## src/rtl/mem_stage_lsu.sv

```systemverilog
// Memory-stage load/store unit: issues one req/gnt/rvalid data access per M-stage instruction and stalls upstream until it completes.
// Optional bus watchdog enabled by defining MEM_LSU_TIMEOUT_EN.
module mem_stage_lsu #(
  parameter int DATA_WIDTH             = 32,
  parameter int REGISTER_ADDRESS_WIDTH = 5,
  parameter int TIMEOUT_CYCLES         = 64
) (
  input  logic                  clk_i,
  input  logic                  rst_ni,
  input  logic [1:0]            ResultSrcM_i,
  input  logic                  MemWriteM_i,
  input  logic [2:0]            Funct3M_i,
  input  logic [DATA_WIDTH-1:0] ALUResultM_i,
  input  logic [DATA_WIDTH-1:0] WriteDataM_i,
  input  logic                  hold_i,
  output logic                  mem_req_o,
  output logic                  mem_we_o,
  output logic [DATA_WIDTH-1:0] mem_addr_o,
  output logic [3:0]            mem_be_o,
  output logic [DATA_WIDTH-1:0] mem_wdata_o,
  input  logic                  mem_gnt_i,
  input  logic                  mem_rvalid_i,
  input  logic [DATA_WIDTH-1:0] mem_rdata_i,
  output logic [DATA_WIDTH-1:0] ReadDataM_o,
  output logic                  StallM_o,
  output logic                  MisalignM_o,
  output logic                  BusErrM_o
);

  if (DATA_WIDTH != 32 || REGISTER_ADDRESS_WIDTH < 1 || TIMEOUT_CYCLES < 2) begin : g_bad_params
    $error("mem_stage_lsu: unsupported parameter set");
  end

  typedef enum logic [1:0] {IDLE, REQ, RSP, DONE} state_e;

  state_e                  state_q, state_d;
  logic                    is_load, is_store, mem_op, misalign, access, timeout;
  logic [1:0]              size;
  logic                    we_p0;
  logic [DATA_WIDTH-1:0]   addr_p0, wdata_p0;
  logic [3:0]              be_p0;
  logic [2:0]              funct3_p0;
  logic [1:0]              off_p0;
  logic [DATA_WIDTH-1:0]   rdata_p1;

  function automatic logic [3:0] lane_be(input logic [1:0] sz, input logic [1:0] off);
    unique case (sz)
      2'b00:   return 4'b0001 << off;
      2'b01:   return 4'b0011 << off;
      default: return 4'b1111;
    endcase
  endfunction

  function automatic logic [31:0] lane_wdata(input logic [1:0] sz, input logic [31:0] d);
    unique case (sz)
      2'b00:   return {4{d[7:0]}};
      2'b01:   return {2{d[15:0]}};
      default: return d;
    endcase
  endfunction

  function automatic logic [31:0] extend_load(input logic [31:0] w, input logic [2:0] f3,
                                              input logic [1:0] off);
    logic [31:0]        sh;
    logic signed [7:0]  b;
    logic signed [15:0] h;
    logic signed [31:0] ext;
    sh = w >> {off, 3'b000};
    b  = sh[7:0];
    h  = sh[15:0];
    unique case (f3[1:0])
      2'b00: begin
        if (f3[2]) ext = {24'b0, b};
        else       ext = b;
      end
      2'b01: begin
        if (f3[2]) ext = {16'b0, h};
        else       ext = h;
      end
      default: ext = w;
    endcase
    return ext;
  endfunction

  // Decode: Funct3[1:0] selects size; encodings beyond byte/half behave as word.
  assign is_load  = (ResultSrcM_i == 2'b01);
  assign is_store = MemWriteM_i;
  assign mem_op   = is_load | is_store;
  assign size     = Funct3M_i[1:0];

  always_comb begin
    misalign = 1'b0;
    unique case (size)
      2'b00:   misalign = 1'b0;
      2'b01:   misalign = ALUResultM_i[0];
      default: misalign = |ALUResultM_i[1:0];
    endcase
  end

  assign access      = mem_op & ~misalign;
  assign MisalignM_o = misalign & mem_op;

  always_comb begin
    state_d  = state_q;
    StallM_o = 1'b0;
    unique case (state_q)
      IDLE: if (access) begin
        state_d  = REQ;
        StallM_o = 1'b1;
      end
      REQ: begin
        StallM_o = 1'b1;
        if (mem_gnt_i)    state_d = we_p0 ? DONE : RSP;
        else if (timeout) state_d = DONE;
      end
      RSP: begin
        StallM_o = 1'b1;
        if (mem_rvalid_i || timeout) state_d = DONE;
      end
      DONE: if (!hold_i) state_d = IDLE;
      default: state_d = IDLE;
    endcase
    // Reset must release the upstream pipeline even while an access is presented.
    if (!rst_ni) StallM_o = 1'b0;
  end

  always_ff @(posedge clk_i or negedge rst_ni) begin
    if (!rst_ni) state_q <= IDLE;
    else         state_q <= state_d;
  end

  // Stage p0: request fields latched on issue and held for the whole bus handshake.
  always_ff @(posedge clk_i or negedge rst_ni) begin
    if (!rst_ni) begin
      we_p0     <= 1'b0;
      addr_p0   <= '0;
      be_p0     <= '0;
      wdata_p0  <= '0;
      funct3_p0 <= '0;
      off_p0    <= '0;
    end else if (state_q == IDLE && access) begin
      we_p0     <= is_store;
      addr_p0   <= {ALUResultM_i[DATA_WIDTH-1:2], 2'b00};
      be_p0     <= is_store ? lane_be(size, ALUResultM_i[1:0]) : 4'b1111;
      wdata_p0  <= is_store ? lane_wdata(size, WriteDataM_i) : '0;
      funct3_p0 <= Funct3M_i;
      off_p0    <= ALUResultM_i[1:0];
    end
  end

  // Stage p1: extended load result, stable until the next load response or watchdog expiry.
  always_ff @(posedge clk_i or negedge rst_ni) begin
    if (!rst_ni)                           rdata_p1 <= '0;
    else if (state_q == RSP && mem_rvalid_i) rdata_p1 <= extend_load(mem_rdata_i, funct3_p0, off_p0);
    else if (timeout)                      rdata_p1 <= '0;
  end

  assign mem_req_o   = (state_q == REQ);
  assign mem_we_o    = we_p0;
  assign mem_addr_o  = addr_p0;
  assign mem_be_o    = be_p0;
  assign mem_wdata_o = wdata_p0;
  assign ReadDataM_o = rdata_p1;

`ifdef MEM_LSU_TIMEOUT_EN
  localparam int CNT_W = $clog2(TIMEOUT_CYCLES);

  logic [CNT_W-1:0] cnt_q;
  logic             buserr_q;

  assign timeout = ((state_q == REQ && !mem_gnt_i) || (state_q == RSP && !mem_rvalid_i)) &&
                   (cnt_q == CNT_W'(TIMEOUT_CYCLES - 1));

  // Counter is zero on the first REQ cycle and keeps running through RSP.
  always_ff @(posedge clk_i or negedge rst_ni) begin
    if (!rst_ni) begin
      cnt_q    <= '0;
      buserr_q <= 1'b0;
    end else begin
      if (state_q == IDLE)                        cnt_q <= '0;
      else if (state_q == REQ || state_q == RSP)  cnt_q <= cnt_q + 1'b1;
      if (timeout)                                buserr_q <= 1'b1;
      else if (state_q == DONE && !hold_i)        buserr_q <= 1'b0;
    end
  end

  assign BusErrM_o = buserr_q;
`else
  assign timeout   = 1'b0;
  assign BusErrM_o = 1'b0;
`endif

endmodule

```

## config.mk

```make
export PLATFORM = sky130hd
export DESIGN_NAME = mem_stage_lsu
export DESIGN_NICKNAME = d
export VERILOG_FILES = /design/src/rtl/mem_stage_lsu.sv
export SDC_FILE = /design/constraint.sdc
export NUM_CORES = 1
export LEC_CHECK = 0
export ABC_AREA = 0
export CAP_MARGIN = 20
export CORE_ASPECT_RATIO = 1.5
export CORE_MARGIN = 3
export CORE_UTILIZATION = 47
export DETAILED_ROUTE_END_ITERATION = 12
export GPL_TIMING_DRIVEN = 0
export PLACE_DENSITY = 0.9
export SYNTH_ARGS = -nofsm -noshare
export SYNTH_HDL_FRONTEND = slang
export SYNTH_SLANG_ARGS = --single-unit
```

## constraint.sdc

```tcl
create_clock -name clk_i -period 3.92 [get_ports clk_i]
set_input_delay 0.588 -clock clk_i [delete_from_list [all_inputs] [get_ports clk_i]]
set_output_delay 0.588 -clock clk_i [all_outputs]
set_load 0.01 [all_outputs]
```

**Word-level counts from Yosys, hierarchy flattened**

Cells that the tools add are included.

- Register bits: 106
- Input bits: 107
- Output and inout bits: 105
- Logic and storage cells: 50

- Equal/unequal tests: 10
- Shift operators: 3
- Mux-type cells: 17
- Bitwise gates (word level): 4
- Reductions and logical operators: 8

Operator list:

| kind | number |
|---|---|
| case mux 32 bit (2 select lines) | 2 |
| two-way mux 32 bit | 3 |
| right shift 32 x 5 -> 16 bit | 1 |
| == test 2 x 1 -> 1 bit (second input constant) | 4 |
| two-way mux 2 bit | 4 |
| case mux 2 bit (4 select lines) | 1 |
| case mux 4 bit (2 select lines) | 1 |
| logical NOT 2 bit | 3 |
| != test 2 bit (second input constant) | 3 |
| == test 2 bit (second input constant) | 2 |
| two-way mux 4 bit | 1 |
| case mux 1 bit (2 select lines) | 2 |
| AND reduction 4 bit | 1 |
| OR reduction 2 bit | 2 |
| << shifter 1 x 2 -> 4 bit (first input constant) | 1 |
| << shifter 2 x 2 -> 4 bit (first input constant) | 1 |
| two-way mux 1 bit | 3 |
| AND 1 bit | 2 |
| logical AND 1 bit | 2 |
| != test 2 x 1 -> 1 bit (second input constant) | 1 |
| inverter 1 bit | 1 |
| OR 1 bit | 1 |

**Longest topological paths before layout**

- Depth in word-level cells: 7
- Depth in mapped cells: 7
- Mapped depth without buffers: 6

**Worst setup path after synthesis**

OpenSTA, ideal clock, no wires.

- Kind: input to output
- Start: input port ResultSrcM_i[0]
- End: output port StallM_o
- Arrival: 1546 ps
- Data required time: 3332 ps
- Setup slack: 1786 ps
- Stages: 5
- Path buffers: 1
- Cell sequence: nor2b_1 > o2111a_1 > buf_4 > nor2_1 > nor3b_1

- Cells in the longest elaborated chain, start to end: 6

RTL lines:

| element | line | text |
|---|---|---|
| start, declared | 10 | `input logic [1:0] ResultSrcM_i,` |
| == test 2 x 1 -> 1 bit | 86 | `assign is_load = (ResultSrcM_i == 2'b01);` |
| OR 1 bit | 88 | `assign mem_op = is_load \| is_store;` |
| AND 1 bit | 100 | `assign access = mem_op & ~misalign;` |
| two-way mux 1 bit | 107 | `IDLE: if (access) begin` |
| case mux 1 bit (2 select lines) | 106 | `unique case (state_q)` |
| two-way mux 1 bit | 124 | `if (!rst_ni) StallM_o = 1'b0;` |
| end, declared | 25 | `output logic StallM_o,` |

No other way between the ends.

**Final worst setup path**

- Start: input port Funct3M_i[0]
- End: output port StallM_o

- Cells in the longest elaborated chain, start to end: 7

RTL lines:

| element | line | text |
|---|---|---|
| start, declared | 12 | `input logic [2:0] Funct3M_i,` |
| == test 2 x 1 -> 1 bit or logical NOT 2 bit (tied branches) | 93 | `unique case (size)` |
| case mux 1 bit (2 select lines) * | 93 |  |
| inverter 1 bit * | 100 |  |
| AND 1 bit * | 100 |  |
| two-way mux 1 bit * | 107 |  |
| case mux 1 bit (2 select lines) * | 106 |  |
| two-way mux 1 bit * | 124 |  |

Mark *: on every way between the ends. The rest lies on a longest branch, timed or not.

==> impl_results.md <==
- Result of the run: finished clean
- Number of routed nets with antenna violations: 0
- Hold-fix buffers, CTS: 0
- Slew Limit Headroom: 51.0%
- 1st-iter DRT viols: 275
- Main synth FF type: dfrtp_1
- CP bufs+invs: 3
- CP max FO: 10
- Root Buffer: clkbuf_16
- Htree depth: 3
- Cell chain of the critical path: clkdlybuf4s50_1 > o21ai_2 > o2111a_1 > buf_4 > nor2_1 > nor3b_1 > clkdlybuf4s50_1
- Post-CTS setup buffer count: 0
- Final WL: about 18000 um
- Synth unique cells: between 40 and 50
- Fin util: a little over 70%
- Yosys warnings: 0
- Vias/cell: approximately 5.5
- Tot Pwr: between 5000 and 6000 uW
- Crit path max-delay family: buffers and inverters
- Final hold slack: about 0.29 ns
- Clk sinks: ~110
- Period utilization: roughly 85%
- Largest net degree at the start of global routing: 57
- HPWL after DPL: roughly 14000 um
- Pwr Density: around 700 nW/um2
- Total die area: 12400 um2
- Post-Synthesis Cells: roughly 580
- Mapped Avg Cell Area: approximately 9 um2
- Synth top cells by count: nand2_1, dfrtp_1, nand3_1
- Post-synthesis adder-cell area fraction: 1.44%
- Post-synth EDFFs: 0
- Largest cells by area after synthesis: dfrtp_1, nand2_1, nand3_1
- Clock latency on the worst-skew pair: 0.35 ns
- Post-synthesis simple-gate area fraction: between 20% and 30%
- Leak: roughly 0.0036 uW
- Die X: between 90 and 100 um
- Synth top area share: around 51%
- Total grt overflow: 0
- Req. time, crit path: ~3.3 ns
- Sw Share: between 30% and 40%
- Final number of setup-violating endpoints: 0
- Worst Path Arrival: 2.76 ns
- TritonCTS clock tree: yes
- Path type of the worst setup path: input port to output port
- Internal power: between 3000 and 4000 uW
- Register area share after synthesis: 51.0%
- Dominant cell by count in the synthesized netlist: nand2_1
- Final min period: around 3.4 ns
- Initial antenna violation count: 0
- Fin Setup TNS: 0 ns
- Clock-pin slew on the worst setup and hold paths: 0.08 ns
- Area Growth Syn to Fin: 49.5%
- Clock skew: between 0.008 and 0.009 ns
- Peak supply drop: 357 uV
- Vias: between 5000 and 6000
- Num ports: between 200 and 250
- FMAX: 298 MHz
- Maxcap violations: 0
- Number of global-route vias before repair: roughly 5200
- FF+latch count, synth: about 110
- Worst Hold Class: input port to asynchronous set/reset pin
- Global-route wire length before repair: approximately 28000 um
- Gate power share: ~50%
- Global placer's final weighted congestion: 0.974
- Total track usage: between 20 and 30%
- Slowest-stage cell, CP: clkdlybuf4s50_1
- DRC: 0
- Register share of total power: ~35%
- Pre-antenna DRT Iters: 5
- WL/cell: 18.6 um
- N_diodes: 0
- Synth Area in Compound Gates: roughly an eighth
- Final Max Tran Viols: 0
- Sw Pwr: 2060 uW
- Final Hold Viols: 0
- Least-Margin Pin Slew: around 0.73 ns
- Num CTS Buffers: 9
- CP most frequent cell: clkdlybuf4s50_1
- Worst setup SP type: input port
- Clock power share: 16.0%
- Post_cts resized: 0
- Core Region: between 10000 and 15000 um2
- Clock Path Buffers: 2
- Reg-to-reg slack, setup: approximately 1.8 ns
- Nets: 914
- Die H: 135 um
- Largest family of logic cells by synthesized area: simple AND/OR/NAND/NOR gates
- Xor-xnor portion of the synthesized cell area: 0%
- Layout cells sized above 1: 8.68%
- Port buffer count: roughly 210
- Crit path largest cell delay: about 0.58 ns
- Mux cell area share after synthesis: between 7 and 8%
- Site Rows: 46
- Cell Area, Synth: around 5200 um2
- Synth area leader: dfrtp_1
- Initial core utilization: 48.6%
- Ys async rst share: 100%
- RSZ-0062 raised after global routing: no
- CP Capture Type: output port
==> power by group through the flow <==
stage	Clock, uW	Sequential (uW)	Combinational (uW)
finish	875	1880	2700
global route	942	1940	2930
CTS	895	1880	2710
detailed placement	0	1890	2700
global placement	0	1860	2610
floorplan	0	2060	1050
==> area by class of cell <==
cell class | instances | area [um2]
sequential | 106 | 2650
fill | 782 | 2920
tap | 144 | 180
buffer | 44 | 238
clock buffer | 10 | 229
inverter | 5 | 18.8
clock inverter | 6 | 55.1
timing repair buffer | 209 | 2110
multi-input combinational | 426 | 2300
==> registers in the layout (all words and copies together) (netlist names) <==
signal,flops
mem_be_o,4
funct3_p0,3
off_p0,2
state_q,2
mem_we_o,1
mem_wdata_o,32
mem_addr_o,30
ReadDataM_o,32
==> kinds of logic (layout without fill, tap and decap cells) <==
family                   after synthesis  count (layout)
AND/OR/NAND/NOR                      284             284
buffers and inverters                 49             274
multiplexers                          38              38
adder cells (fa/ha/maj)                6               6
other                                  1               3
AO/OA/AOI/OAI                         95              95
flip-flops                           106             106
==> per-layer routing <==
| metal | vias to the layer above | wire [um] | track usage [%] |
|---|---|---|---|
| met3 | 53 | 1690 | 9.14 |
| met1 | 2440 | 5990 | 31.3 |
| met5 | - | 0 | 0 |
| met2 | 331 | 9250 | 50.7 |
| li1 | 2391 | - | - |
| met4 | 0 | 732 | 12.3 |
==> metrics by stage <==
stage               cell area, um2  setup slack [ns]  cells
floorplan                     5210              1.79    581
global placement              7470             -2.08    933
detailed placement            7500             0.580    934
CTS                           7780             0.545    950
global route                  7780             0.484    950
finish                        7780             0.569    950
==> cell usage in the layout (no fill, tap or decap), types with 2 or more instances in the layout <==
cell type and n:
clkbuf_16 9, clkdlybuf4s50_1 207, nor2b_1 3, a21oi_1 12
nand2_1 198, nand3b_1 9, a21o_1 7, buf_6 2
o211ai_1 9, buf_4 11, clkbuf_1 16, conb_1 3
nor2_1 16, a211oi_1 2, o21ai_0 27, a2bb2oi_1 7
inv_6 2, mux2i_1 20, inv_8 2, o21ai_1 13
inv_1 4, mux2_2 16, nor3_1 2, o22a_1 3
buf_2 16, nor3b_1 2, clkinvlp_4 2, ha_1 6
dfrtp_1 106, o22ai_1 7, nand3_1 48
==> worst paths after layout <==
kind / from / endpoint / cells past startpoint
max: Funct3M_i[0] / StallM_o / 7
min: rst_ni / mem_addr_o[5] / 1
max reg2reg: state_q[0] / ReadDataM_o[30] / 7
min reg2reg: mem_wdata_o[22] / mem_wdata_o[22] / 2
max in group asynchronous: rst_ni / mem_be_o[2] / 2
min in group clk_i: mem_wdata_o[22] / mem_wdata_o[22] / 2
(Power assumes the default switching activity.)
